===== src/rtl/vga_embarcacao.sv =====
// Ship sprite for a battleship VGA display: draws up to TAM grid cells and
// tracks hits on them (intact, damaged/blinking, sunk).

module vga_embarcacao_celula #(
  parameter logic [9:0] LARGURA = 10'd54,
  parameter logic [9:0] ALTURA  = 10'd49,
  parameter logic [9:0] PASSO_X = 10'd62,
  parameter logic [9:0] PASSO_Y = 10'd57,
  parameter logic [9:0] ORIGEM  = 10'd16
) (
  input  logic [7:0] pos,
  input  logic [9:0] linha,
  input  logic [9:0] coluna,
  input  logic [3:0] tiro_x,
  input  logic [3:0] tiro_y,
  output logic       ativa,
  output logic       dentro,
  output logic       alvo
);
  logic [3:0] x, y;
  logic [9:0] left, down;

  assign x = pos[3:0];
  assign y = pos[7:4];
  assign ativa = (x >= 4'd1) && (x <= 4'd8) && (y >= 4'd1) && (y <= 4'd8);

  // Disabled cells may wrap here; they are masked by ativa.
  assign left = ORIGEM + ({6'd0, x} - 10'd1) * PASSO_X;
  assign down = ORIGEM + ({6'd0, y} - 10'd1) * PASSO_Y;

  assign dentro = ativa && (coluna > left) && (coluna < left + LARGURA) &&
                  (linha > down) && (linha < down + ALTURA);
  assign alvo   = ativa && (x == tiro_x) && (y == tiro_y);
endmodule

module vga_embarcacao #(
  parameter int         TAM       = 3,
  parameter logic [2:0] COR       = 3'b010,
  parameter logic [9:0] LARGURA   = 10'd54,
  parameter logic [9:0] ALTURA    = 10'd49,
  parameter logic [9:0] PASSO_X   = 10'd62,
  parameter logic [9:0] PASSO_Y   = 10'd57,
  parameter logic [9:0] ORIGEM    = 10'd16,
  parameter int         BLINK_DIV = 12_500_000
) (
  input  logic             clk,
  input  logic             rst_n,
  input  logic             areaAtiva,
  input  logic [9:0]       linha,
  input  logic [9:0]       coluna,
  input  logic             carregar,
  input  logic [8*TAM-1:0] posicoes,
  input  logic             tiro_valido,
  input  logic [3:0]       tiro_x,
  input  logic [3:0]       tiro_y,
  output logic             rgb_r,
  output logic             rgb_g,
  output logic             rgb_b,
  output logic             acerto,
  output logic             afundado
);
  localparam int CW = (BLINK_DIV > 2) ? $clog2(BLINK_DIV) : 1;

  typedef enum logic [1:0] {VAZIO, INTACTO, AVARIADO, AFUNDADO} estado_t;

  estado_t          state_q, state_d;
  logic [8*TAM-1:0] pos_q;
  logic [TAM-1:0]   hit_q, hit_d, novo;
  logic [TAM-1:0]   ativa, dentro, alvo;
  logic             acerto_d;
  logic [CW-1:0]    cnt_q;
  logic             fase_q;
  logic             sel_ok, sel_hit;
  logic [2:0]       cor_d, cor_q;

  for (genvar g = 0; g < TAM; g++) begin : g_cel
    vga_embarcacao_celula #(
      .LARGURA(LARGURA), .ALTURA(ALTURA), .PASSO_X(PASSO_X),
      .PASSO_Y(PASSO_Y), .ORIGEM(ORIGEM)
    ) u_cel (
      .pos    (pos_q[8*g +: 8]),
      .linha  (linha),
      .coluna (coluna),
      .tiro_x (tiro_x),
      .tiro_y (tiro_y),
      .ativa  (ativa[g]),
      .dentro (dentro[g]),
      .alvo   (alvo[g])
    );
  end

  assign novo = alvo & ~hit_q;

  always_comb begin
    state_d  = state_q;
    hit_d    = hit_q;
    acerto_d = 1'b0;
    if (carregar) begin
      state_d = INTACTO;
      hit_d   = '0;
    end else if (tiro_valido && (state_q == INTACTO || state_q == AVARIADO) && |novo) begin
      hit_d    = hit_q | novo;
      acerto_d = 1'b1;
      state_d  = ((hit_d & ativa) == ativa) ? AFUNDADO : AVARIADO;
    end
  end

  always_ff @(posedge clk or negedge rst_n) begin
    if (!rst_n) begin
      state_q <= VAZIO;
      hit_q   <= '0;
      pos_q   <= '0;
      acerto  <= 1'b0;
    end else begin
      state_q <= state_d;
      hit_q   <= hit_d;
      acerto  <= acerto_d;
      if (carregar) pos_q <= posicoes;
    end
  end

  assign afundado = (state_q == AFUNDADO);

  always_ff @(posedge clk or negedge rst_n) begin
    if (!rst_n) begin
      cnt_q  <= '0;
      fase_q <= 1'b0;
    end else if (cnt_q == CW'(BLINK_DIV - 1)) begin
      cnt_q  <= '0;
      fase_q <= ~fase_q;
    end else begin
      cnt_q  <= cnt_q + 1'b1;
    end
  end

  // Downward scan so the lowest-indexed overlapping cell is selected last.
  always_comb begin
    sel_ok  = 1'b0;
    sel_hit = 1'b0;
    for (int i = TAM - 1; i >= 0; i--) begin
      if (dentro[i]) begin
        sel_ok  = 1'b1;
        sel_hit = hit_q[i];
      end
    end
  end

  always_comb begin
    cor_d = 3'b000;
    if (areaAtiva && sel_ok && state_q != VAZIO) begin
      if (!sel_hit)                        cor_d = COR;
      else if (state_q == AFUNDADO)        cor_d = 3'b100;
      else if (state_q == AVARIADO && fase_q) cor_d = 3'b100;
    end
  end

  always_ff @(posedge clk or negedge rst_n) begin
    if (!rst_n) cor_q <= 3'b000;
    else        cor_q <= cor_d;
  end

  assign {rgb_r, rgb_g, rgb_b} = cor_q;
endmodule

===== config.mk =====
export PLATFORM = sky130hd
export DESIGN_NAME = vga_embarcacao
export DESIGN_NICKNAME = d
export VERILOG_FILES = /design/src/rtl/vga_embarcacao.sv
export SDC_FILE = /design/constraint.sdc
export NUM_CORES = 1
export LEC_CHECK = 0
export BUFFER_PORTS_ARGS = -buffer_cell sky130_fd_sc_hd__buf_2
export CORE_AREA = 2 2 138 140
export DETAILED_ROUTE_END_ITERATION = 7
export DIE_AREA = 0 0 140 142
export PLACE_DENSITY = 0.75
export REMOVE_ABC_BUFFERS = 1
export SYNTH_ARGS = -nofsm -noshare
export SYNTH_HDL_FRONTEND = slang
export SYNTH_HIERARCHICAL = 1
export SYNTH_SLANG_ARGS = --single-unit

===== constraint.sdc =====
create_clock -name clk -period 5.85 [get_ports clk]
set_input_delay 0.8775 -clock clk [delete_from_list [all_inputs] [get_ports clk]]
set_output_delay 0.8775 -clock clk [all_outputs]
set_load 0.02 [all_outputs]

After elaboration in Yosys (flattened, before gate mapping)
Index checks and enable logic that the tools add are counted.
- $add $sub $neg: 19
- multiply operators: 6
- order comparisons: 24
- equality and inequality tests: 11
- mux-type cells: 18
- bitwise operators: 5
- reductions and logical operators: 36
- operators with widths (kind ; count):
    10-bit by 6-bit adder with 10-bit output (second input constant) ; 6
    5-bit by 10-bit adder with 10-bit output (first input constant) ; 6
    10-bit greater-than comparator ; 6
    10-bit < comparator ; 6
    1-bit logical AND ; 32
    10-bit by 5-bit multiplier with 9-bit output (second input constant) ; 3
    10-bit by 6-bit multiplier with 10-bit output (second input constant) ; 3
    4-bit by 1-bit subtractor with 5-bit output (second input constant) ; 6
    24-bit by 1-bit adder with 24-bit output (second input constant) ; 1
    24-bit equality test (second input constant) ; 1
    4-bit equality test ; 6
    4-bit by 1-bit >= comparator with 1-bit output (second input constant) ; 6
    4-bit less-or-equal comparator (second input constant) ; 6
    24-bit two-way mux ; 1
    3-bit two-way mux ; 6
    1-bit two-way mux ; 9
    3-bit bitwise AND ; 2
    2-bit equality test (second input constant) ; 2
    2-bit two-way mux ; 2
    2-bit nonzero test ; 2
    3-bit equality test ; 1
    3-bit inverter ; 1
    3-bit OR ; 1
    3-bit OR reduction ; 1
    other kinds (3) ; 3
- register bits after elaboration: 58
- input port bits: 57
- output and inout port bits: 5
- logic and storage cells: 126

Longest topological paths before layout
- depth in word-level cells: 14
- gate-level depth with buffers: 30
- depth with buffers taken out: 28

By module
The synthesis kept the hierarchy.
- by module, submodules not included (module ; times used ; cells an instance ; area an instance (µm²) ; sequential area each (µm²)):
    vga_embarcacao ; 1 ; 211 ; 2581.2 ; 1426.4
    vga_embarcacao_celula (g_cel[0].u_cel) ; 1 ; 300 ; 2471.1 ; 0.0
    vga_embarcacao_celula (g_cel[2].u_cel) ; 1 ; 298 ; 2456.1 ; 0.0
    vga_embarcacao_celula (g_cel[1].u_cel) ; 1 ; 299 ; 2454.9 ; 0.0

Worst setup path before layout
Ideal clock, no wire load.
- path type: reg-to-reg
- start: register pos_q[4]
- end: register cor_q[2]
- setup time: 86 ps
- arrival time: 6282 ps
- required time: 5764 ps
- path slack: -518 ps
- cell stages (with the launch flop): 24
- path buffers: 1
- period minus slack after synthesis: 6368 ps
- path through: dfrtp_1 -> clkbuf_1 -> inv_1 -> ha_1 -> xor2_1 -> fa_1 -> fa_1 -> inv_1 -> fa_1 -> ha_1 -> fa_1 -> xor2_1 -> inv_1 -> or3_1 -> nor2_1 -> xor2_1 -> ha_1 -> and4_1 -> a221oi_1 -> o311ai_0 -> a2111oi_0 -> and4_1 -> o311ai_0 -> nor3_1
- word-level cells in the longest chain between the ends: 11
- elaborated cells between the ends (all ways): 20
- those cells by class: add/sub: 3; mul: 1; order compare: 4; mux: 4; reduce/logical: 8
- ends and longest elaborated chain (what ; RTL line ; text):
    from (decl) ; 67 ; logic [8*TAM-1:0] pos_q;
    from (signal assigned) ; 118 ; if (carregar) pos_q <= posicoes;
    parallel branches: the longest is 6 deep, another holds 10-bit by 6-bit multiplier with 10-bit output ; n/a ;
    1-bit logical AND (*) ; 32 ; (linha > down) && (linha < down + ALTURA);
    named net dentro[0] ; 69 ; logic [TAM-1:0] ativa, dentro, alvo;
    1-bit two-way mux ; 141 ; if (dentro[i]) begin
    1-bit logical AND (2 in series) ; 150 ; if (areaAtiva && sel_ok && state_q != VAZIO) begin
    3-bit two-way mux (*) ; 150 ;
    named net cor_d[2] ; 74 ; logic [2:0] cor_d, cor_q;
    to (signal assigned) ; 159 ; else cor_q <= cor_d;
    to (decl) ; 74 ;
Mark *: on every way through the listed nets, which the timed path passes.
A chain may end at the register's enable or synchronous reset.

Worst setup path after layout
- start: register pos_q[1]
- end: register cor_q[1]
- word-level cells in the longest chain between the ends: 12
- elaborated cells between the ends (all ways): 21
- those cells by class: add/sub: 3; mul: 1; order compare: 4; mux: 4; reduce/logical: 9
- ends and longest elaborated chain (what ; RTL line ; text):
    4-bit by 1-bit subtractor with 5-bit output, or another cell as far along ; 28 ; assign left = ORIGEM + ({6'd0, x} - 10'd1) * PASSO_X;
    10-bit by 5-bit multiplier with 9-bit output or 1-bit logical AND (tied branches) ; 28, 25 ;
    5-bit by 10-bit adder with 10-bit output or 1-bit logical AND (tied branches) ; 28, 25 ;
    10-bit by 6-bit adder with 10-bit output, or another cell as far along ; 31 ; assign dentro = ativa && (coluna > left) && (coluna < left + LARGURA) &&
    10-bit < comparator or 1-bit logical AND (tied branches) ; 31 ;
    1-bit logical AND (*) (2 in series) ; 31 ;
    1-bit logical AND (*) ; 32 ;
    named net dentro[0] ; 69 ;
    1-bit two-way mux ; 141 ;
    1-bit logical AND (2 in series) ; 150 ;
    3-bit two-way mux (*) ; 150 ;
    named net cor_d[1] ; 74 ;
The timed path passes the listed nets; every way through them passes the cells marked *.

==> run metrics <==
status=complete, but fails checks; failing checks=design-rule violations, negative setup slack; initial antenna violation count=0; post-synth cell types=67; Routed WL=25000 um; DRC Markers=1; FF/Latch Area=1430 um^2; Routed WL per cell=16.6 um; Most used DFF post-synth=dfrtp_1; max-slew violations=0; Final min period=5.92 ns; Min-Delay Endpoint=fase_q; Iter 0 DRT Violations=324; reg2reg path depth=25; startpoint type of the worst setup path=flop; HPWL Detailed=19700 um; # hold bufs at CTS=0; die height=142 um; hold path start=fase_q; Tcrit/Tclk final=101%; R2R setup slack=-0.07 ns; Critical Path End Type=flop; CP max FO=3; Max Clock Freq=0.169 GHz; area used by multi-input combinational logic=8340 um^2; Avg Inst Size Synth=8.99 um^2; Clk pin slew, worst setup/hold paths=0.06 ns; number of I/O pins=62; clock sinks=57; commonest non-fill, non-tap cell in the layout=ha_1; fillers=1472; leading cell types in the layout, fill and taps excluded=ha_1, inv_1, buf_4; hold path depth=1; Starting Density=54.0%; total number of yosys warnings=6; Vias/cell=5.67; First-pass DRT Iterations=7; MaxCap Viol Count=0; final-report hold violation count=0; vias in the first global route=8882; WS Path Type=flop to flop; CTS root buffer=clkbuf_16; CTS tree=yes; Cells after Synth=1108; Port Buffer Count=60; Slew @ Worst Pin=0.846 ns; gpl congestion=0.856; worst hold-check path type=flop to flop; Reg-to-Reg End=cor_q[1]; total grt overflow=0; slew margin rel.=43.6%; core box area=18500 um^2; register bit total from synthesis=57; clock buffer depth=2; Worst Skew=0.00932 ns; Critical R2R Launch=pos_q[1]; Die Wd=140 um; die area=19900 um^2; Final #Nets=1572; Critical Path AT=6.19 ns; layout overhead on the synthesized area=20.0%; Hold WS=0.472 ns; setup ws final=-0.0721 ns; CP max stage delay=0.50 ns; sequential-to-total area share from yosys stat=14.3%; total number of vias=8549; H-tree depth=3; CP max stage cell=fa_1; Global Route Usage Sum=26.0%; share of layout cells above drive strength 1=23.7%; ANT nets after route=0; critical path data required time=6.12 ns; Clock Latency Late Sink=0.35 ns; largest net degree at the start of global routing=58; ys async rst share=100%; synthesized cell area=9960 um^2; n_diodes=0; RSZ-0062 raised after global routing=true; EDFF count, synth=0; first-pass GRT wire length=41800 um; cts bufs inserted=9; Rows=50; Setup Viol. Count Final=2
cell families (layout without fill, tap and decap cells):
group / count (synthesis) / count (layout) / share of synthesized area [%]
flops: 57 / 57 / 14.3
buf+inv: 146 / 311 / 5.95
xor+xnor: 146 / 146 / 14.2
compound gates: 191 / 191 / 12.5
simple gates: 284 / 284 / 16.0
fa+ha+maj: 247 / 247 / 33.1
other cells: 1 / 1 / 0.0376
mux: 36 / 36 / 3.99
critical path: cells and delay by family (launching register included):
kind,cells,cell delay (ns)
fa+ha+maj,6,2.17
compound gates,8,1.53
simple gates,4,0.79
xor+xnor,3,0.60
flops,1,0.41
buf+inv,4,0.34
sequential cells by signal, indices dropped and copies added (netlist names):
signal and flops:
hit_q 3, cnt_q 24, acerto 1, cor_q 2
state_q 2, pos_q 24, fase_q 1
layout make-up:
class / count / share of cell area (%)
Clock buffer: 10 / 2.00
Sequential cell: 57 / 11.9
Tap cell: 234 / 2.45
Clock inverter: 6 / 0.554
Timing Repair Buffer: 170 / 9.42
Inverter: 125 / 3.92
Multi-Input combinational cell: 905 / 69.7
Yosys cell counts, types with 28 or more instances:
cell       n  share of area [%]
ha_1     220                 28
inv_1    125                4.7
xor2_1    74                6.5
nor2_1    69                2.6
xnor2_1   60                5.3
a21oi_1   58                2.9
dfrtp_1   57                 14
nand2_1   32                1.2
mux2_2    30                3.4
nor2b_1   30                1.9
o21ai_0   29                1.5
nand3_1   28                1.4
worst max-delay path by stage:
stage	start	to	slack (ns)	depth (start not counted)
after floorplan	pos_q[4]	cor_q[2]	-0.39	22
after global placement	pos_q[5]	cor_q[2]	-0.28	21
after detailed placement	pos_q[5]	cor_q[2]	-0.53	23
after CTS	pos_q[5]	cor_q[1]	0.0006	24
after global routing	pos_q[13]	cor_q[1]	-0.41	29
final	pos_q[1]	cor_q[1]	-0.07	25
metrics by stage:
step	std cells	cell area, um^2	worst slack (ns)	TNS (ns)	utilization, %
3_5_place_dp	1472	11100	-0.530	-0.967	60.2
6_report	1507	12000	-0.0721	-0.0977	64.8
2_1_floorplan	1087	9840	-0.390	-0.743	-
3_3_place_gp	1472	11100	-0.282	-0.519	60.2
5_1_grt	1507	12000	-0.405	-0.736	64.8
4_1_cts	1503	11800	0.000570	0	63.7
layer usage:
metal,track usage (%),part of all wire [%],vias to the layer above
met1,32.1,43,4083
met4,10.2,3.4,0
met3,3.50,4.6,67
met5,0,0,-
li1,-,-,4205
met2,46.3,49,194
timing repair:
item | in CTS | in global routing
buffers inserted | 15 | 4
cloned | 0 | 0
resized for setup | 48 | 31
setup endpoints to repair | 2 | 2
pin swaps | 38 | 20
Power is not shown: default switching activity piles up to over one toggle a cycle in this logic, so the estimate is an artifact.
